===== src/rtl/vga_axil_regs.sv =====
// vga_axil_regs: AXI4-Lite slave register file exposing NUM_REGS words to the VGA control logic.
// Define VGA_AXIL_REGS_STRB_EN to honour wstrb byte lanes; otherwise every legal write updates the full word.
module vga_axil_regs #(
  parameter int ADDR_W = 8,
  parameter int DATA_W = 32,
  parameter int NUM_REGS = 8,
  parameter logic [DATA_W-1:0] RESET_VAL = '0
) (
  input  logic                         clk,
  input  logic                         arst,
  input  logic [ADDR_W-1:0]            awaddr,
  input  logic                         awvalid,
  output logic                         awready,
  input  logic [DATA_W-1:0]            wdata,
  input  logic [DATA_W/8-1:0]          wstrb,
  input  logic                         wvalid,
  output logic                         wready,
  output logic [1:0]                   bresp,
  output logic                         bvalid,
  input  logic                         bready,
  input  logic [ADDR_W-1:0]            araddr,
  input  logic                         arvalid,
  output logic                         arready,
  output logic [DATA_W-1:0]            rdata,
  output logic [1:0]                   rresp,
  output logic                         rvalid,
  input  logic                         rready,
  output logic [NUM_REGS*DATA_W-1:0]   regs_q,
  output logic [NUM_REGS-1:0]          wr_pulse
);

  localparam int OFF = (DATA_W == 64) ? 3 : 2;
  localparam int IDX_W = (NUM_REGS > 1) ? $clog2(NUM_REGS) : 1;
  localparam logic [ADDR_W-1:0] OFF_MASK = ADDR_W'((1 << OFF) - 1);
  localparam logic [ADDR_W-1:0] NUM_A = ADDR_W'(NUM_REGS);
  localparam logic [1:0] RESP_OKAY = 2'b00;
  localparam logic [1:0] RESP_SLVERR = 2'b10;

  function automatic logic is_legal(input logic [ADDR_W-1:0] a);
    return ((a & OFF_MASK) == '0) && ((a >> OFF) < NUM_A);
  endfunction

  function automatic logic [IDX_W-1:0] to_idx(input logic [ADDR_W-1:0] a);
    return IDX_W'(a >> OFF);
  endfunction

  logic [DATA_W-1:0] reg_file_q [NUM_REGS];
  logic [DATA_W-1:0] reg_file_d [NUM_REGS];

  logic              aw_hold_q, aw_hold_d;
  logic [ADDR_W-1:0] aw_addr_q, aw_addr_d;
  logic              w_hold_q, w_hold_d;
  logic [DATA_W-1:0] w_data_q, w_data_d;
  logic              bvalid_q, bvalid_d;
  logic [1:0]        bresp_q, bresp_d;
  logic [NUM_REGS-1:0] wr_pulse_q, wr_pulse_d;
  logic              rvalid_q, rvalid_d;
  logic [1:0]        rresp_q, rresp_d;
  logic [DATA_W-1:0] rdata_q, rdata_d;

  logic              aw_hs, w_hs, ar_hs, commit;
  logic [ADDR_W-1:0] wr_addr;
  logic [DATA_W-1:0] wr_data;
  logic              wr_legal, rd_legal;
  logic [IDX_W-1:0]  wr_idx, rd_idx;

`ifdef VGA_AXIL_REGS_STRB_EN
  logic [DATA_W/8-1:0] w_strb_q, w_strb_d;
  logic [DATA_W/8-1:0] wr_strb;
`else
  logic unused_wstrb;
  assign unused_wstrb = ^wstrb;
`endif

  // Ready signals are forced low while reset is asserted.
  assign awready = !arst && !aw_hold_q && !bvalid_q;
  assign wready  = !arst && !w_hold_q && !bvalid_q;
  assign arready = !arst && !rvalid_q;

  assign bvalid   = bvalid_q;
  assign bresp    = bresp_q;
  assign wr_pulse = wr_pulse_q;
  assign rvalid   = rvalid_q;
  assign rresp    = rresp_q;
  assign rdata    = rdata_q;

  always_comb begin
    for (int i = 0; i < NUM_REGS; i++) begin
      regs_q[i*DATA_W +: DATA_W] = reg_file_q[i];
    end
  end

  // A held AW/W beat takes priority over the live channel when forming the commit.
  always_comb begin
    aw_hs    = awvalid && awready;
    w_hs     = wvalid && wready;
    wr_addr  = aw_hold_q ? aw_addr_q : awaddr;
    wr_data  = w_hold_q ? w_data_q : wdata;
`ifdef VGA_AXIL_REGS_STRB_EN
    wr_strb  = w_hold_q ? w_strb_q : wstrb;
`endif
    commit   = (aw_hold_q || aw_hs) && (w_hold_q || w_hs) && !bvalid_q;
    wr_legal = is_legal(wr_addr);
    wr_idx   = to_idx(wr_addr);
  end

  always_comb begin
    aw_hold_d = aw_hold_q;
    aw_addr_d = aw_addr_q;
    w_hold_d  = w_hold_q;
    w_data_d  = w_data_q;
`ifdef VGA_AXIL_REGS_STRB_EN
    w_strb_d  = w_strb_q;
`endif
    bvalid_d  = bvalid_q;
    bresp_d   = bresp_q;
    if (commit) begin
      aw_hold_d = 1'b0;
      w_hold_d  = 1'b0;
      bvalid_d  = 1'b1;
      bresp_d   = wr_legal ? RESP_OKAY : RESP_SLVERR;
    end else begin
      if (aw_hs) begin
        aw_hold_d = 1'b1;
        aw_addr_d = awaddr;
      end
      if (w_hs) begin
        w_hold_d = 1'b1;
        w_data_d = wdata;
`ifdef VGA_AXIL_REGS_STRB_EN
        w_strb_d = wstrb;
`endif
      end
      if (bvalid_q && bready) begin
        bvalid_d = 1'b0;
      end
    end
  end

  always_comb begin
    reg_file_d = reg_file_q;
    wr_pulse_d = '0;
    if (commit && wr_legal) begin
      wr_pulse_d[wr_idx] = 1'b1;
`ifdef VGA_AXIL_REGS_STRB_EN
      for (int b = 0; b < DATA_W/8; b++) begin
        if (wr_strb[b]) begin
          reg_file_d[wr_idx][8*b +: 8] = wr_data[8*b +: 8];
        end
      end
`else
      reg_file_d[wr_idx] = wr_data;
`endif
    end
  end

  // Reads sample the pre-commit register contents, so a same-edge write is not visible.
  always_comb begin
    ar_hs    = arvalid && arready;
    rd_legal = is_legal(araddr);
    rd_idx   = to_idx(araddr);
    rvalid_d = rvalid_q;
    rresp_d  = rresp_q;
    rdata_d  = rdata_q;
    if (ar_hs) begin
      rvalid_d = 1'b1;
      rresp_d  = rd_legal ? RESP_OKAY : RESP_SLVERR;
      rdata_d  = rd_legal ? reg_file_q[rd_idx] : '0;
    end else if (rvalid_q && rready) begin
      rvalid_d = 1'b0;
    end
  end

  always_ff @(posedge clk or posedge arst) begin
    if (arst) begin
      for (int i = 0; i < NUM_REGS; i++) begin
        reg_file_q[i] <= RESET_VAL;
      end
      aw_hold_q  <= 1'b0;
      aw_addr_q  <= '0;
      w_hold_q   <= 1'b0;
      w_data_q   <= '0;
`ifdef VGA_AXIL_REGS_STRB_EN
      w_strb_q   <= '0;
`endif
      bvalid_q   <= 1'b0;
      bresp_q    <= 2'b00;
      wr_pulse_q <= '0;
      rvalid_q   <= 1'b0;
      rresp_q    <= 2'b00;
      rdata_q    <= '0;
    end else begin
      reg_file_q <= reg_file_d;
      aw_hold_q  <= aw_hold_d;
      aw_addr_q  <= aw_addr_d;
      w_hold_q   <= w_hold_d;
      w_data_q   <= w_data_d;
`ifdef VGA_AXIL_REGS_STRB_EN
      w_strb_q   <= w_strb_d;
`endif
      bvalid_q   <= bvalid_d;
      bresp_q    <= bresp_d;
      wr_pulse_q <= wr_pulse_d;
      rvalid_q   <= rvalid_d;
      rresp_q    <= rresp_d;
      rdata_q    <= rdata_d;
    end
  end

endmodule

===== config.mk =====
export PLATFORM = sky130hd
export DESIGN_NAME = vga_axil_regs
export DESIGN_NICKNAME = d
export VERILOG_FILES = /design/src/rtl/vga_axil_regs.sv
export SDC_FILE = /design/constraint.sdc
export NUM_CORES = 1
export LEC_CHECK = 0
export CAP_MARGIN = 20
export CELL_PAD_IN_SITES_DETAIL_PLACEMENT = 1
export CELL_PAD_IN_SITES_GLOBAL_PLACEMENT = 1
export CORE_AREA = 4 4 192 194
export DETAILED_ROUTE_END_ITERATION = 8
export DIE_AREA = 0 0 196 198
export GPL_TIMING_DRIVEN = 1
export PLACE_DENSITY = 0.85
export SYNTH_ARGS = -nofsm -noshare
export SYNTH_HDL_FRONTEND = slang
export SYNTH_SLANG_ARGS = --single-unit

===== constraint.sdc =====
create_clock -name clk -period 33.7 [get_ports clk]
set_clock_uncertainty 0.2 [all_clocks]
set_input_delay 5.055 -clock clk [delete_from_list [all_inputs] [get_ports clk]]
set_output_delay 5.055 -clock clk [all_outputs]
set_load 0.01 [all_outputs]

# Word level (Yosys, flattened, before mapping)
# Index checks and enable logic that the tools add are counted.
totals:
  ff_bits: 344
  in_bits: 59
  output_inout_bits: 305
  elab_cells: 82
classes:
  order_cmp: 7
  mux: 22
  bitwise_logic: 3
  reduce_logical: 32
ops:
  columns: ["op", "n"]
  rows:
  - ["bitwise mux 256 bit", 1]
  - ["two-way mux 32 bit", 5]
  - ["binary-select mux 32 bit (select 3 bit)", 1]
  - ["demux 32 bit (select 3 bit)", 1]
  - ["logical AND 1 bit", 17]
  - ["logical NOT 8 bit", 2]
  - ["two-way mux 8 bit", 2]
  - ["less-than comparator 6 x 4 -> 1 bit, second input constant", 2]
  - ["two-way mux 1 bit", 9]
  - [">= comparator 4 bit, second input constant", 2]
  - ["inverter 3 -> 4 bit", 2]
  - ["nonzero test 2 bit", 4]
  - ["logical NOT 1 bit", 5]
  - ["less-than comparator 3 x 4 -> 1 bit, second input constant", 1]
  - ["less-than comparator 4 x 1 -> 1 bit, second input constant", 1]
  - ["two-way mux 2 bit", 2]
  - ["AND reduction 2 bit", 2]
  - ["demux 1 bit (select 3 bit)", 1]
  - [">= comparator 3 x 1 -> 1 bit, second input constant", 1]
  - ["logical OR 1 bit", 2]
  - ["inverter 1 bit", 1]

# Longest topological paths before layout
# Gate-level depths: netlist (run 1).
depth:
  depth_word: 9
  depth_mapped: 7
  ltp_nobuf: 4

# Worst setup path before layout (run 1)
# Ideal clock, no wire load.
synth_timing:
  path_type: "input -> output"
  from: "in arst"
  to: "out awready"
  arrival_time_ns: 5.486
  slack_ns: 22.959
  cell_stages: 1
  cell_sequence: "nor3_1"
synth_via:
  elab_chain_cells: 3
synth_lines:
  columns: ["item", "line_no", "text"]
  rows:
  - ["from (decl)", "10", "input logic arst,"]
  - ["logical NOT 1 bit (no source line)", null, null]
  - ["logical AND 1 bit (2 in series)", "76", "assign awready = !arst && !aw_hold_q && !bvalid_q;"]
  - ["to (decl)", "13", "output logic awready,"]
# Every way passes these cells.

# Final worst setup path (run 1)
# Ends and elaborated chain as after synthesis.

==> results of run 1 <==
-- Yosys cell counts, drive strengths merged --
cell type	instances	area share (%)
dfrtp	342	55
mux2	329	27
mux4	64	9.2
buf	45	2.4
nand2	36	0.86
o21ai	35	1.1
mux2i	34	2.2
clkbuf	15	0.36
nor4	9	1.2
inv	7	0.17
nor2	7	0.17
nor2b	3	0.12
nor3	3	0.096
a21oi	2	0.064
nor4b	2	0.21
a21boi	1	0.048
a22oi	1	0.14
a31oi	1	0.040
a32oi	1	0.056
and3b	1	0.056
conb	1	0.024
nand3	1	0.032
nor3b	1	0.048
o221ai	1	0.096
o32a	1	0.064
or3	1	0.040
or4	1	0.048
-- area by class of cell --
type	instances	area, um^2
clock inverter	7	52.6
antenna	4	10.0
multi-input combinational	537	6680
fill	3253	14400
clock buffer	56	1130
timing repair buffer	380	3740
sequential	342	8560
tap	461	577
inverter	7	33.8
-- worst max-delay path by stage --
stage,to,startpoint,slack [ns],cells after the start
2_1_floorplan,aw_addr_q[0]$_DFFE_PP0P_,arst,18.97,1
3_3_place_gp,awready,arst,21.65,3
3_5_place_dp,awready,arst,21.62,3
4_1_cts,awready,arst,21.62,3
5_1_grt,awready,arst,21.54,3
6_report,awready,arst,21.63,3
-- routing by layer --
| metal | GRT usage [%] | vias to the layer above | part of all wire (%) |
|---|---|---|---|
| met5 | 0 | - | 0 |
| met3 | 5.82 | 84 | 5.9 |
| li1 | - | 4213 | - |
| met1 | 32.2 | 5412 | 40 |
| met2 | 45.2 | 315 | 51 |
| met4 | 8.20 | 0 | 3.1 |
-- power by group through the flow --
stage | clock network (W) | registers (W) | logic, W
2_1_floorplan | 0 | 0.000550 | 0.000181
3_3_place_gp | 0 | 0.000541 | 0.000342
3_5_place_dp | 0 | 0.000548 | 0.000354
4_1_cts | 0.000407 | 0.000543 | 0.000358
5_1_grt | 0.000425 | 0.000553 | 0.000377
6_report | 0.000399 | 0.000544 | 0.000355
-- stage by stage --
| step | setup slack, ns | std cells | cell area, um^2 | hold WS, ns | power, W |
|---|---|---|---|---|---|
| floorplan | 18.97 | 946 | 15700 | 0.274 | 0.000731 |
| global placement | 21.65 | 1726 | 19600 | 0.261 | 0.000883 |
| detailed placement | 21.62 | 1726 | 19600 | 0.275 | 0.000902 |
| CTS | 21.62 | 1789 | 20800 | 0.291 | 0.00131 |
| global route | 21.54 | 1794 | 20800 | 0.310 | 0.00135 |
| finish | 21.63 | 1794 | 20800 | 0.285 | 0.00130 |
-- worst max-delay path, cell delays in order --
cell and delay [ns]:
clkdlybuf4s50_1 0.61, nor3_1 0.50, clkdlybuf4s50_1 0.64
-- sequential cells by signal, summed over array words and instances (netlist names) --
| name | count |
|---|---|
| aw_addr_q | 8 |
| aw_hold_q | 1 |
| bresp | 1 |
| bvalid | 1 |
| rdata | 32 |
| regs_q | 256 |
| rresp | 1 |
| rvalid | 1 |
| w_data_q | 32 |
| w_hold_q | 1 |
| wr_pulse | 8 |
-- logic make-up (layout without fill, tap and decap cells) --
| logic type | after synthesis | count (layout) | synth area share, % |
|---|---|---|---|
| other | 1 | 6 | 0.0239 |
| AOI/OAI and AO/OA | 43 | 43 | 1.62 |
| buffers and inverters | 67 | 450 | 2.93 |
| muxes | 427 | 427 | 38.0 |
| DFF | 342 | 342 | 54.5 |
| and+or+nand+nor | 65 | 65 | 2.89 |
==> impl_metrics.json, run 1 <==
{
  "status": "complete, no violations",
  "cp_max_fo": 7,
  "clock.fmax_ghz": 0.0829,
  "synthToLayoutAreaGrowth_pct": 32.5,
  "cts_tree": "done",
  "drtIter0Drc": 459,
  "final-setup-viol-count": 0,
  "cts.sinks": 342,
  "r2r_end": "regs_q[49]$_DFFE_PP0P_",
  "fin_crit_ns": 12.07,
  "cts_hold_buffers": 0,
  "drive_above_1_share_pct": 36.6,
  "relSlewSlack_pct": 24.4,
  "end_kind": "output port",
  "dieArea_mm2": 0.0388,
  "final_common_cell": "clkdlybuf4s50_1",
  "grt_max_degree": 139,
  "dr_total_vias": 10000,
  "synth_cell_types": 33,
  "final_cell_mix": "clkdlybuf4s50_1 (354), dfrtp_1 (341), mux2_2 (200), mux2_4 (127), mux4_2 (64)",
  "power.ir.vdd_worst_v": 0.0000431,
  "antenna_found_initial": 4,
  "path_class": "input pin to output port",
  "rsz0062_at_grt": "no",
  "dr.pass1.iters": 4,
  "tns_ns": 0,
  "die_w_um": 196,
  "drc_errors": 0,
  "p_leak_nw": 9.24,
  "ant_nets": 0,
  "rows": 69,
  "rrSetupSlack_ns": 30.00,
  "cts.clk_slew.worst_paths_ns": 0.06,
  "grt_overflow_total": 0,
  "required_ns": 28.44,
  "finalWeightedCongestion": 0.811,
  "critPathArrivalTime_ns": 6.81,
  "ys.warnings.count": 0,
  "period_share_pct": 35.8,
  "cts_made_buffers": 39,
  "hpwl_um": 32800,
  "power_frac_comb_pct": 27.4,
  "tightest_slew_ns": 1.13,
  "p_per_area_mw_per_mm2": 62.4,
  "min_from": "rdata[23]$_DFFE_PP0P_",
  "hold_path_end": "rdata[23]$_DFFE_PP0P_",
  "hp-class": "register to register",
  "syn_area_mm2": 0.0157,
  "maxCapViolCount": 0,
  "syn_area_per_cell_um2": 16.6,
  "coreArea_mm2": 0.0352,
  "timing.rr.start": "aw_hold_q$_DFFE_PP0P_",
  "port_buffers": 357,
  "cts_max_level": 2,
  "start_util_pct": 44.6,
  "synthCells": 945,
  "cts-root-buf": "clkbuf_16",
  "cts.path.max_buffers": 3,
  "wl_per_cell_um": 28.2,
  "ys_ff_latch": 342,
  "layout.nets": 1366,
  "cts_resized": 0,
  "power_frac_seq_pct": 41.9,
  "p_sw_w": 0.000386,
  "ioPinCount": 364,
  "p_sw_share_pct": 29.7,
  "synth-seq-area-share_pct": 54.5,
  "wl_um": 50600,
  "clk_latency_ns": 0.53,
  "track_usage_pct": 25.9,
  "clockPowerShare_pct": 30.8,
  "internal-power_w": 0.000912,
  "fin_util_pct": 59.0,
  "finalHoldViolCount": 0,
  "grt_pass1_vias": 11500,
  "vias_per_cell": 5.59,
  "start_kind": "input pin",
  "die_y_um": 198,
  "r2r_cells": 5,
  "worstHoldPathCells": 2,
  "grt_pass1_wl_um": 76400,
  "final_max_slew_viol_count": 0,
  "cts_setup_buffers": 0
}
No activity file was read; power rests on OpenSTA's default activity.
==> run 2, diff against run 1 <==
--- a/config.mk
+++ b/config.mk
@@ -8,11 +8,11 @@
 export CAP_MARGIN = 20
 export CELL_PAD_IN_SITES_DETAIL_PLACEMENT = 1
 export CELL_PAD_IN_SITES_GLOBAL_PLACEMENT = 1
-export CORE_AREA = 4 4 192 194
+export CORE_AREA = 4 4 209 211
 export DETAILED_ROUTE_END_ITERATION = 8
-export DIE_AREA = 0 0 196 198
+export DIE_AREA = 0 0 213 215
 export GPL_TIMING_DRIVEN = 1
-export PLACE_DENSITY = 0.85
+export PLACE_DENSITY = 0.76
 export SYNTH_ARGS = -nofsm -noshare
 export SYNTH_HDL_FRONTEND = slang
 export SYNTH_SLANG_ARGS = --single-unit
==> constraint.sdc (replaced) <==
create_clock -name clk -period 11 [get_ports clk]
set_clock_uncertainty 0.2 [all_clocks]
set_input_delay 1.65 -clock clk [delete_from_list [all_inputs] [get_ports clk]]
set_output_delay 1.65 -clock clk [all_outputs]
set_load 0.01 [all_outputs]
==> run 2 against run 1 <==
- count of clock-buffer cells in the layout up 5
- via count is 0.61% lower
- sequential power rose to 3.1 times the previous value
- first-iteration DRC count increased by 0.87%
- cell area up 1.3%
- worst setup slack got worse by 16 ns
- die area increased by 18%
- highest routed layer unchanged
- critical path type unchanged
- worst hold slack got worse by 0.0026 ns
- clock power rose to 3.4 times the previous value
- sequential cell count is the same
- largest power group unchanged
- core utilization decreased by 8.6 points
==> impl_metrics.json, run 2 (synthesis gave the netlist of run 1 again) <==
{
  "clock.fmax_ghz": 0.191,
  "hp-class": "register to register",
  "hpwl_um": 32500,
  "grt_max_degree": 180,
  "final_common_cell": "clkdlybuf4s50_1",
  "track_usage_pct": 21.8,
  "start_kind": "input pin",
  "grt_pass1_vias": 11300,
  "final-setup-viol-count": 0,
  "rrSetupSlack_ns": 8.07,
  "grt_pass1_wl_um": 75200,
  "antenna_found_initial": 1,
  "critPathArrivalTime_ns": 3.37,
  "cts_setup_buffers": 0,
  "cp_max_fo": 7,
  "fin_crit_ns": 5.22,
  "crit_top_cell": "clkdlybuf4s50_1",
  "cts_hold_buffers": 0,
  "grt_overflow_total": 0,
  "fin_util_pct": 50.4,
  "crit_path_top_delay_cell": "clkdlybuf4s50_1",
  "final_cells": 1880,
  "ioPinCount": 364,
  "cts.sinks": 342,
  "wl_per_cell_um": 26.7,
  "vias_per_cell": 5.30,
  "synthToLayoutAreaGrowth_pct": 34.2,
  "relSlewSlack_pct": 27.5,
  "largest_register_ffs": 256,
  "layout.nets": 1370,
  "multi_input_area_mm2": 0.00668,
  "finalHoldViolCount": 0,
  "final_max_slew_viol_count": 0,
  "cts_made_buffers": 40,
  "p_leak_nw": 9.32,
  "timing.rr.start": "aw_hold_q$_DFFE_PP0P_",
  "p_total_w": 0.00408,
  "final_cell_mix": "clkdlybuf4s50_1 (354), dfrtp_1 (341), mux2_2 (200), mux2_4 (127), mux4_2 (64)",
  "end_kind": "output port",
  "drtIter0Drc": 463,
  "dr.pass1.iters": 4,
  "finalWeightedCongestion": 0.768,
  "rows": 75,
  "clk_latency_ns": 0.55,
  "period_share_pct": 47.5,
  "cts.clk_slew.worst_paths_ns": 0.06,
  "cts_resized": 0,
  "port_buffers": 357,
  "cts.path.max_buffers": 3,
  "fillers": 4015,
  "path_cells": "clkdlybuf4s50_1 > nor3_1 > clkdlybuf4s50_1",
  "start_util_pct": 37.6,
  "antenna_cells": 0,
  "drc_errors": 0,
  "ant_nets": 0,
  "status": "complete, no violations",
  "wl_um": 50200,
  "dr_total_vias": 9963,
  "drive_above_1_share_pct": 37.0,
  "die_y_um": 215,
  "regArea_mm2": 0.00856,
  "path_class": "input pin to output port",
  "cpPeakStageDelay_ns": 0.64,
  "cp-startpoint": "arst",
  "power.ir.vdd_worst_v": 0.000128,
  "tightest_slew_ns": 1.08,
  "cts_max_level": 2,
  "cts-root-buf": "clkbuf_16",
  "placedCellCount": 1808,
  "cts_tree": "done",
  "die_w_um": 213,
  "tns_ns": 0,
  "coreArea_mm2": 0.0418,
  "p_per_area_mw_per_mm2": 194,
  "rsz0062_at_grt": "no",
  "dieArea_mm2": 0.0458,
  "required_ns": 9.15,
  "min_from": "rdata[16]$_DFFE_PP0P_",
  "maxCapViolCount": 0
}
-- run 2: cell count changes in the layout (fill, tap and decap cells not counted), sizes merged --
cell and change:
buf +3, inv -2, bufinv +3, clkinvlp +2, clkinv +1, diode -4
clkbuf +5
-- run 2: critical path: cells and delay by family --
family | cells | cell delay [ns]
and+or+nand+nor | 1 | 0.51
buffers and inverters | 2 | 1.21
-- run 2: through the flow --
stage | setup WS [ns] | hold WS, ns | cell area [um^2]
after floorplan | 4.58 | 0.274 | 15700
after global placement | 5.78 | 0.263 | 19700
after detailed placement | 5.74 | 0.271 | 19700
after CTS | 5.73 | 0.284 | 21100
after global routing | 5.63 | 0.316 | 21100
final | 5.78 | 0.283 | 21100
-- run 2: report_power, final --
group	internal, W	leakage (nW)	switching [W]	total (W)
logic	0.000605	4.00	0.000473	0.00108
registers	0.00148	4.67	0.000182	0.00166
clock network	0.000818	0.651	0.000527	0.00135
-- run 2: per-layer routing --
layer  vias up  GRT usage, %  wire (um)
li1       4220             -          -
met1      5401          28.1      21100
met2       278          36.3      24600
met3        64          6.14       3500
met4         0          5.35       1040
met5         -             0          0
-- run 2: path summary, 6_finish.rpt --
kind | to | cells past startpoint
hold / removal | rdata[16]$_DFFE_PP0P_ | 2
setup reg to reg | regs_q[30]$_DFFE_PP0P_ | 5
min in group asynchronous | regs_q[156]$_DFFE_PP0P_ | 2
setup / recovery | awready | 3
hold reg to reg | rdata[16]$_DFFE_PP0P_ | 2
max in group asynchronous | regs_q[14]$_DFFE_PP0P_ | 4
-- run 2: layout make-up --
cell class,instances,area share (%)
Clock buffer,61,5.66
Clock inverter,11,0.695
Inverter,7,0.143
Multi-Input combinational cell,537,31.7
Sequential cell,342,40.6
Tap cell,539,3.20
Timing Repair Buffer,383,17.9
